File: src/rtl/riviera_pkg.sv
// Shared types and widths for the Riviera front end.
package riviera_pkg;

  localparam int XLEN        = 64;
  localparam int INSTR_WIDTH = 32;

  typedef struct packed {
    logic [XLEN-1:0]        pc;
    logic [INSTR_WIDTH-1:0] instr;
  } fetch_entry_t;

endpackage

File: src/rtl/fetch_fifo.sv
// Two-entry register FIFO of fetched {pc, instr}; slot 0 is always the head.
module fetch_fifo
  import riviera_pkg::*;
(
  input  logic         clk,
  input  logic         rst_n,
  input  logic         push,
  input  fetch_entry_t push_data,
  input  logic         pop,
  input  logic         flush,
  output fetch_entry_t head,
  output logic [1:0]   count
);

  logic [1:0]   count_reg;
  fetch_entry_t slot_reg [2];
  logic         pop_ok;

  assign pop_ok = pop && (count_reg != 2'd0);
  assign head   = slot_reg[0];
  assign count  = count_reg;

  always_ff @(posedge clk or negedge rst_n) begin
    if (!rst_n) begin
      count_reg   <= 2'd0;
      slot_reg[0] <= '0;
      slot_reg[1] <= '0;
    end else if (flush) begin
      count_reg <= 2'd0;
    end else begin
      case ({push, pop_ok})
        2'b10: begin
          slot_reg[count_reg[0]] <= push_data;
          count_reg              <= count_reg + 2'd1;
        end
        2'b01: begin
          slot_reg[0] <= slot_reg[1];
          count_reg   <= count_reg - 2'd1;
        end
        2'b11: begin
          // Count is unchanged; the new entry lands behind whatever remains.
          if (count_reg == 2'd2) begin
            slot_reg[0] <= slot_reg[1];
            slot_reg[1] <= push_data;
          end else begin
            slot_reg[0] <= push_data;
          end
        end
        default: ;
      endcase
    end
  end

`ifndef SYNTHESIS
  always_ff @(posedge clk) begin
    if (rst_n && !flush && push && !pop_ok) assert (count_reg != 2'd2);
  end
`endif

endmodule

File: src/rtl/ifetch_stage.sv
// Instruction fetch: drives a 1-cycle synchronous code memory and streams
// {pc, instr} to decode with credit-based flow control and redirects.
module ifetch_stage #(
  parameter int              XLEN       = 64,
  parameter int              ADDR_WIDTH = 11,
  parameter logic [XLEN-1:0] RESET_PC   = '0
) (
  input  logic                  clk,
  input  logic                  rst_n,
  output logic [ADDR_WIDTH-1:0] o_mem_addr,
  input  logic [63:0]           i_mem_rdata,
  input  logic                  i_redirect,
  input  logic [XLEN-1:0]       i_redirect_pc,
  output logic                  o_valid,
  output logic [31:0]           o_instr,
  output logic [XLEN-1:0]       o_pc,
  input  logic                  i_ready
);

  import riviera_pkg::*;

  logic [XLEN-1:0] fetch_pc_reg;
  logic [XLEN-1:0] inflight_pc_reg;
  logic            inflight_reg;

  logic [1:0]      count;
  logic            pop;
  logic            issue;
  logic [2:0]      occupancy;
  fetch_entry_t    push_data;
  fetch_entry_t    head;
  logic            unused_redirect_lsbs;

  assign unused_redirect_lsbs = ^i_redirect_pc[1:0];

  assign pop       = (count != 2'd0) && i_ready;
  assign occupancy = {1'b0, count} + {2'b00, inflight_reg};
  // pop implies count >= 1, so the subtraction never underflows.
  assign issue     = !i_redirect && ((occupancy - {2'b00, pop}) < 3'd2);

  assign push_data.pc    = inflight_pc_reg;
  assign push_data.instr = inflight_pc_reg[2] ? i_mem_rdata[63:32] : i_mem_rdata[31:0];

  always_ff @(posedge clk or negedge rst_n) begin
    if (!rst_n) begin
      fetch_pc_reg    <= RESET_PC;
      inflight_pc_reg <= '0;
      inflight_reg    <= 1'b0;
    end else if (i_redirect) begin
      fetch_pc_reg <= {i_redirect_pc[XLEN-1:2], 2'b00};
      inflight_reg <= 1'b0;
    end else if (issue) begin
      fetch_pc_reg    <= fetch_pc_reg + XLEN'(4);
      inflight_pc_reg <= fetch_pc_reg;
      inflight_reg    <= 1'b1;
    end else begin
      inflight_reg <= 1'b0;
    end
  end

  fetch_fifo u_fifo (
    .clk       (clk),
    .rst_n     (rst_n),
    .push      (inflight_reg),
    .push_data (push_data),
    .pop       (pop),
    .flush     (i_redirect),
    .head      (head),
    .count     (count)
  );

  assign o_mem_addr = fetch_pc_reg[ADDR_WIDTH+2:3];
  assign o_valid    = (count != 2'd0);
  assign o_instr    = head.instr;
  assign o_pc       = head.pc;

endmodule

File: config.mk
export PLATFORM = sky130hd
export DESIGN_NAME = ifetch_stage
export DESIGN_NICKNAME = d
export VERILOG_FILES = /design/src/rtl/riviera_pkg.sv /design/src/rtl/fetch_fifo.sv /design/src/rtl/ifetch_stage.sv
export SDC_FILE = /design/constraint.sdc
export NUM_CORES = 1
export LEC_CHECK = 0
export ABC_AREA = 1
export CORE_MARGIN = 2
export CORE_UTILIZATION = 30
export DETAILED_ROUTE_END_ITERATION = 12
export SKIP_LAST_GASP = 1
export SLEW_MARGIN = 40
export SYNTH_ARGS = -nofsm -noshare
export SYNTH_HDL_FRONTEND = slang
export SYNTH_SLANG_ARGS = --single-unit
File: constraint.sdc
create_clock -name clk -period 3.4 [get_ports clk]
set_input_delay 0.34 -clock clk [delete_from_list [all_inputs] [get_ports clk]]
set_output_delay 0.34 -clock clk [all_outputs]
set_load 0.02 [all_outputs]
Yosys cells after proc, flatten, opt, wreduce, memory -nomap -nowiden:

Index checks and enable logic that the tools add are counted.

* register bits: 323
* input bits: 132
* logic and storage cells: 50

* $add $sub $neg: 5
* magnitude comparators: 3
* equality and inequality tests: 5
* mux-type cells: 14
* bitwise operators: 2
* reduce and logical (&&, ||, !) cells: 13

Operator list (number)
* $mux W96: 3
* $pmux W96 S3: 1
* $bwmux W192: 1
* $pmux W96 S2: 1
* $mux W64: 2
* $demux W96 S1: 1
* $add A64 B3 Y64 const B: 1
* $mux W32: 1
* $eq A2 B2 Y1 const B: 3
* $reduce_bool A2 Y1: 3
* $reduce_bool A3 Y1: 2
* $logic_and A1 B1 Y1: 4
* $pmux W2 S2: 1
* $reduce_and A2 Y1: 2
* $add A2 B1 Y3: 1
* $lt A3 B2 Y1 const B: 1
* $reduce_and A3 Y1: 1
* $sub A3 B1 Y3: 1
* $add A2 B1 Y2 const B: 1
* $eq A2 B1 Y1 const B: 1
* $ge A2 B2 Y1 const B: 1
* $lt A2 B1 Y1 const B: 1
* $mux W1: 2
* $mux W2: 1
* other kinds (5): 5

Logic depth before layout (Yosys ltp):

* depth after elaboration: 7
* gate-level depth with buffers: 18
* mapped depth without buffers: 16

By module:

Synthesis repeated with hierarchy kept, for this count alone.

* cells, all modules: 2841
* area, all modules: 19241.0 um^2

By module, submodules not included
* fetch_fifo: instances 1, cells each 1692, area each 11473.5 um^2
* ifetch_stage: instances 1, cells each 1149, area each 7767.4 um^2

Worst setup path after synthesis:

No wires, ideal clock.

* path kind: reg2reg
* start: register u_fifo.count_reg[0], in the netlist u_fifo.count[0]
* end: register fetch_pc_reg[25]
* library setup time: 0.071 ns
* arrival time: 2.670 ns
* required time: 3.329 ns
* slack: 0.660 ns
* cell stages (with the launch flop): 18
* path through: dfrtp_1 inv_2 nand2_4 nand2_4 inv_4 clkbuf_1 ha_1 nor2_1 fa_1 inv_1 nand3_2 inv_2 nand2_1 buf_4 buf_2 nor2_1 nand3_1 nand4_1

* cells in the longest elaborated chain, start to end: 6

RTL lines
* start, declared: RTL line fetch_fifo.sv:15 `logic [1:0] count_reg;`
* start signal, assigned: RTL line fetch_fifo.sv:34 `count_reg <= count_reg + 2'd1;`
* start signal, assigned: RTL line fetch_fifo.sv:38 `count_reg <= count_reg - 2'd1;`
* $reduce_bool A2 Y1
* named net o_valid: RTL line ifetch_stage.sv:14 `output logic o_valid,`
* $logic_and A1 B1 Y1: RTL line ifetch_stage.sv:36 `assign pop = (count != 2'd0) && i_ready;`
* $sub A3 B1 Y3: RTL line ifetch_stage.sv:39 `assign issue = !i_redirect && ((occupancy - {2'b00, pop}) < 3'd2);`
* $lt A3 B2 Y1: RTL line ifetch_stage.sv:39
* $logic_and A1 B1 Y1: RTL line ifetch_stage.sv:39
* $reduce_bool A2 Y1 (no line)
* end signal, assigned: RTL line ifetch_stage.sv:50 `fetch_pc_reg <= {i_redirect_pc[XLEN-1:2], 2'b00};`
* end signal, assigned: RTL line ifetch_stage.sv:53 `fetch_pc_reg <= fetch_pc_reg + XLEN'(4);`
* end, declared: RTL line ifetch_stage.sv:22 `logic [XLEN-1:0] fetch_pc_reg;`

The timed path passes the listed nets, and every way through them passes these cells.
A chain may end at the register's enable or synchronous reset.

Final worst setup path:

* start: register u_fifo.count_reg[0], in the netlist u_fifo.count[0]
* end: register inflight_pc_reg[61]

* cells in the longest elaborated chain, start to end: 6

RTL lines
* branches (longest 2 deep; another with $add A2 B1 Y3)
* $sub A3 B1 Y3 (*): RTL line ifetch_stage.sv:39
* $lt A3 B2 Y1 (*): RTL line ifetch_stage.sv:39
* $logic_and A1 B1 Y1 (*): RTL line ifetch_stage.sv:39
* $reduce_and A2 Y1 (no line) (*)
* end signal, assigned: RTL line ifetch_stage.sv:54 `inflight_pc_reg <= fetch_pc_reg;`
* end, declared: RTL line ifetch_stage.sv:23 `logic [XLEN-1:0] inflight_pc_reg;`

Every way passes the cells marked *.

==> flow_metrics.env <==
export IMPL_required_ps=3820
export IMPL_drt_iter0_drc=1049
export IMPL_slew_violations=0
export IMPL_period_needed_ps=2980
export IMPL_ant_nets=0
export IMPL_avgViaCountPerCell=4.77
export IMPL_grt_usage_pct=17.4
export IMPL_rr_worst_depth=15
export IMPL_seq_power_share_pct=33.6
export IMPL_status="completed"
export IMPL_gr_total_overflow=0
export IMPL_cts_sinks=316
export IMPL_cts_reportedPaths_clkPinSlew_ps=60
export IMPL_dieHeight_um=240
export IMPL_max_cap_violations=0
export IMPL_p_int_mw=11.5
export IMPL_h_tree_depth=2
export IMPL_drive_gt1_share_pct=8.31
export IMPL_synth_avg_cell_area_um2=7.84
export IMPL_cts_tree="built"
export IMPL_synth_seq_cells=316
export IMPL_p_leak_nw=8.79
export IMPL_multi_input_area_mm2=0.00662
export IMPL_ff2ff_setup_slack_ps=420
export IMPL_syn_cell_area_mm2=0.0167
export IMPL_crit_arrival_ps=3400
export IMPL_endpoint_kind="register"
export IMPL_hp_class="input port to asynchronous set/reset pin"
export IMPL_first_pass_iters=5
export IMPL_yosys_warnings=0
export IMPL_fmax_ghz=0.336
export IMPL_regArea_mm2=0.00791
export IMPL_fin_worst_skew_ps=19.0
export IMPL_worstSkewPairLatency_ps=550
export IMPL_dp_hpwl_um=36800
export IMPL_port_buffers=237
export IMPL_relSlewSlack_pct=45.9
export IMPL_postRouteWirelength_um=51000
export IMPL_syn_nets=2271
export IMPL_fin_nets=2375
export IMPL_synth_cells=2136
export IMPL_dieArea_mm2=0.0577
export IMPL_cts_resized=0
export IMPL_peakVddDrop_mv=0.489
export IMPL_drc=0
export IMPL_syn_to_final_growth_pct=21.9
export IMPL_cts_buffer_depth=3
export IMPL_tightest_slew_ps=812
export IMPL_dieWidth_um=240
export IMPL_wl_per_cell_um=16.9
export IMPL_yosysSeqAreaShare_pct=47.2
export IMPL_antenna_found_initial=1
export IMPL_power_density_mw_per_mm2=982
export IMPL_setup_viol=0
export IMPL_start_util_pct=30.4
export IMPL_regToRegEndpoint="inflight_pc_reg[61]"
export IMPL_finalSetupTns_ps=0
export IMPL_place_inst=2948
export IMPL_worst_setup_path_type="register to register"
export IMPL_path_max_fanout=62
export IMPL_layoutNonFillerInstCount=3011
export IMPL_clockPowerShare_pct=20.1
export IMPL_gp_congestion=0.886
export IMPL_min_period_over_period_pct=87.6
export IMPL_antenna_cells=0
export IMPL_fillers=5732
export IMPL_grt_pass1_wl_um=78000
export IMPL_p_switching_mw=8.54
export IMPL_core_area_mm2=0.0551
export IMPL_grt_max_degree=162
export IMPL_synth_cell_types=38
export IMPL_cts_root_buf="clkbuf_16"
export IMPL_hold_viol=0
export IMPL_num_rows=86
export IMPL_worstReg2RegStart="u_fifo.count[0]"
export IMPL_share_comb_of_total_power_pct=46.2
export IMPL_vias=14400
export IMPL_rsz0062_at_grt="false"
export IMPL_ioPinCount=240
export IMPL_swShare_pct=42.6
export IMPL_largest_reg_flops=95
export IMPL_cts_buffers=37
export IMPL_cp_start_kind="register"
export IMPL_grt_pass1_vias=13800
-- layer usage --
layer / share of wire [%] / up-vias / routed length (um) / track usage (%)
met5: 0 / - / 0 / 0
met2: 45 / 429 / 23100 / 27.8
met3: 6.6 / 69 / 3380 / 3.57
met1: 46 / 6872 / 23200 / 23.8
li1: - / 7005 / - / -
met4: 2.3 / 0 / 1190 / 4.82
-- stage by stage --
step	instance area (um^2)	total power, mW	hold WS, ps	setup WS (ps)	utilization (%)
floorplan	16700	13.0	44.4	660	-
global placement	19100	15.8	454	280	34.7
detailed placement	19200	16.1	296	264	34.8
CTS	20400	20.3	274	426	37.0
global route	20400	21.5	319	150	37.0
finish	20400	20.0	304	421	37.0
-- placed cells by master (no fill, tap or decap), types with 3 or more instances in the layout --
cell type	count
a21oi_1	36
a31oi_1	8
buf_12	12
buf_4	26
clkbuf_1	5
clkbuf_16	39
clkbuf_8	10
clkdlybuf4s50_1	235
clkinv_2	3
dfrtp_1	316
inv_1	222
inv_2	5
nand2_1	473
nand2_2	6
nand2_4	5
nand3_1	177
nand3b_1	9
nand4_1	29
nor2_1	208
nor2_2	10
nor2_4	5
nor3_1	4
o211ai_1	10
o21a_1	3
o21ai_0	267
o21ai_1	14
o21ai_2	20
o21bai_1	10
o22a_1	32
or2_2	32
xor2_1	7
-- power by group through the flow --
stage | clock network, mW | registers [mW] | logic (mW)
6_report | 4.03 | 6.74 | 9.27
5_1_grt | 4.32 | 6.95 | 10.3
4_1_cts | 4.16 | 6.74 | 9.36
3_5_place_dp | 0 | 6.79 | 9.31
3_3_place_gp | 0 | 6.71 | 9.12
2_1_floorplan | 0 | 6.35 | 6.63
-- Yosys cell counts --
cell type	instances	area, um^2
buf_4	115	863
o221ai_1	2	17.5
nor3_1	4	20.0
ha_1	2	25.0
nor3b_1	1	7.51
nand2_4	5	56.3
o21bai_1	10	75.1
o21ai_0	267	1340
nor2_4	4	45.0
o22a_1	32	280
o21ai_2	20	175
nand2_1	475	1780
clkbuf_1	47	176
inv_2	4	15.0
nor2_1	208	781
inv_4	1	6.26
fa_1	1	20.0
xnor2_1	2	17.5
nor2_8	1	20.0
a21boi_0	1	7.51
o21ai_1	14	70.1
nand2_2	5	31.3
o21ai_4	1	16.3
a21oi_1	36	180
xor2_1	7	61.3
inv_1	223	837
dfrtp_1	316	7910
a31oi_1	8	50.1
o211ai_1	10	75.1
nand3b_1	9	67.6
buf_6	13	146
o21a_1	3	22.5
nand3_2	2	20.0
nor2_2	11	68.8
nand3_1	177	886
buf_2	38	190
or2_2	32	200
nand4_1	29	181
-- timing repair --
item / 4_1_cts / 5_1_grt
buffers inserted: 0 / 0
hold buffers: 1 / 0
hold endpoints to repair: 46 / 0
-- final cells by class --
class / instances / share of cell area (%)
clock buffer: 54 / 5.55
inverter: 228 / 4.21
tap: 748 / 4.59
multi-input combinational: 1379 / 32.4
sequential: 316 / 38.7
clock inverter: 8 / 0.484
timing repair buffer: 278 / 14.0
-- kinds of logic after synthesis --
logic type / count (synthesis) / synth area share (%)
buf+inv: 441 / 13.3
compound gates: 404 / 13.8
flops: 316 / 47.2
fa+ha+maj: 3 / 0.269
simple gates: 963 / 24.9
xor+xnor: 9 / 0.471
-- worst max-delay path, stage by stage (launching register included) --
cell and delay (ps):
dfrtp_1 440, inv_2 140, nand2_4 80, nand2_4 100, inv_4 40, ha_1 270, nor2_1 140, fa_1 420
inv_1 90, nand3_2 150, inv_2 100, nand2_2 120, buf_12 230, nor2_1 290, buf_4 170, a21oi_1 30
-- how the worst max path moves through the flow --
stage	start	to	cells after the start
global placement	i_ready	u_fifo.slot_reg[34]	10
floorplan	u_fifo.count[0]	fetch_pc_reg[25]	17
finish	u_fifo.count[0]	inflight_pc_reg[61]	15
CTS	u_fifo.count[0]	fetch_pc_reg[15]	15
global route	u_fifo.count[0]	fetch_pc_reg[15]	15
detailed placement	i_ready	fetch_pc_reg[35]	14
No activity file was read; power rests on OpenSTA's default activity.
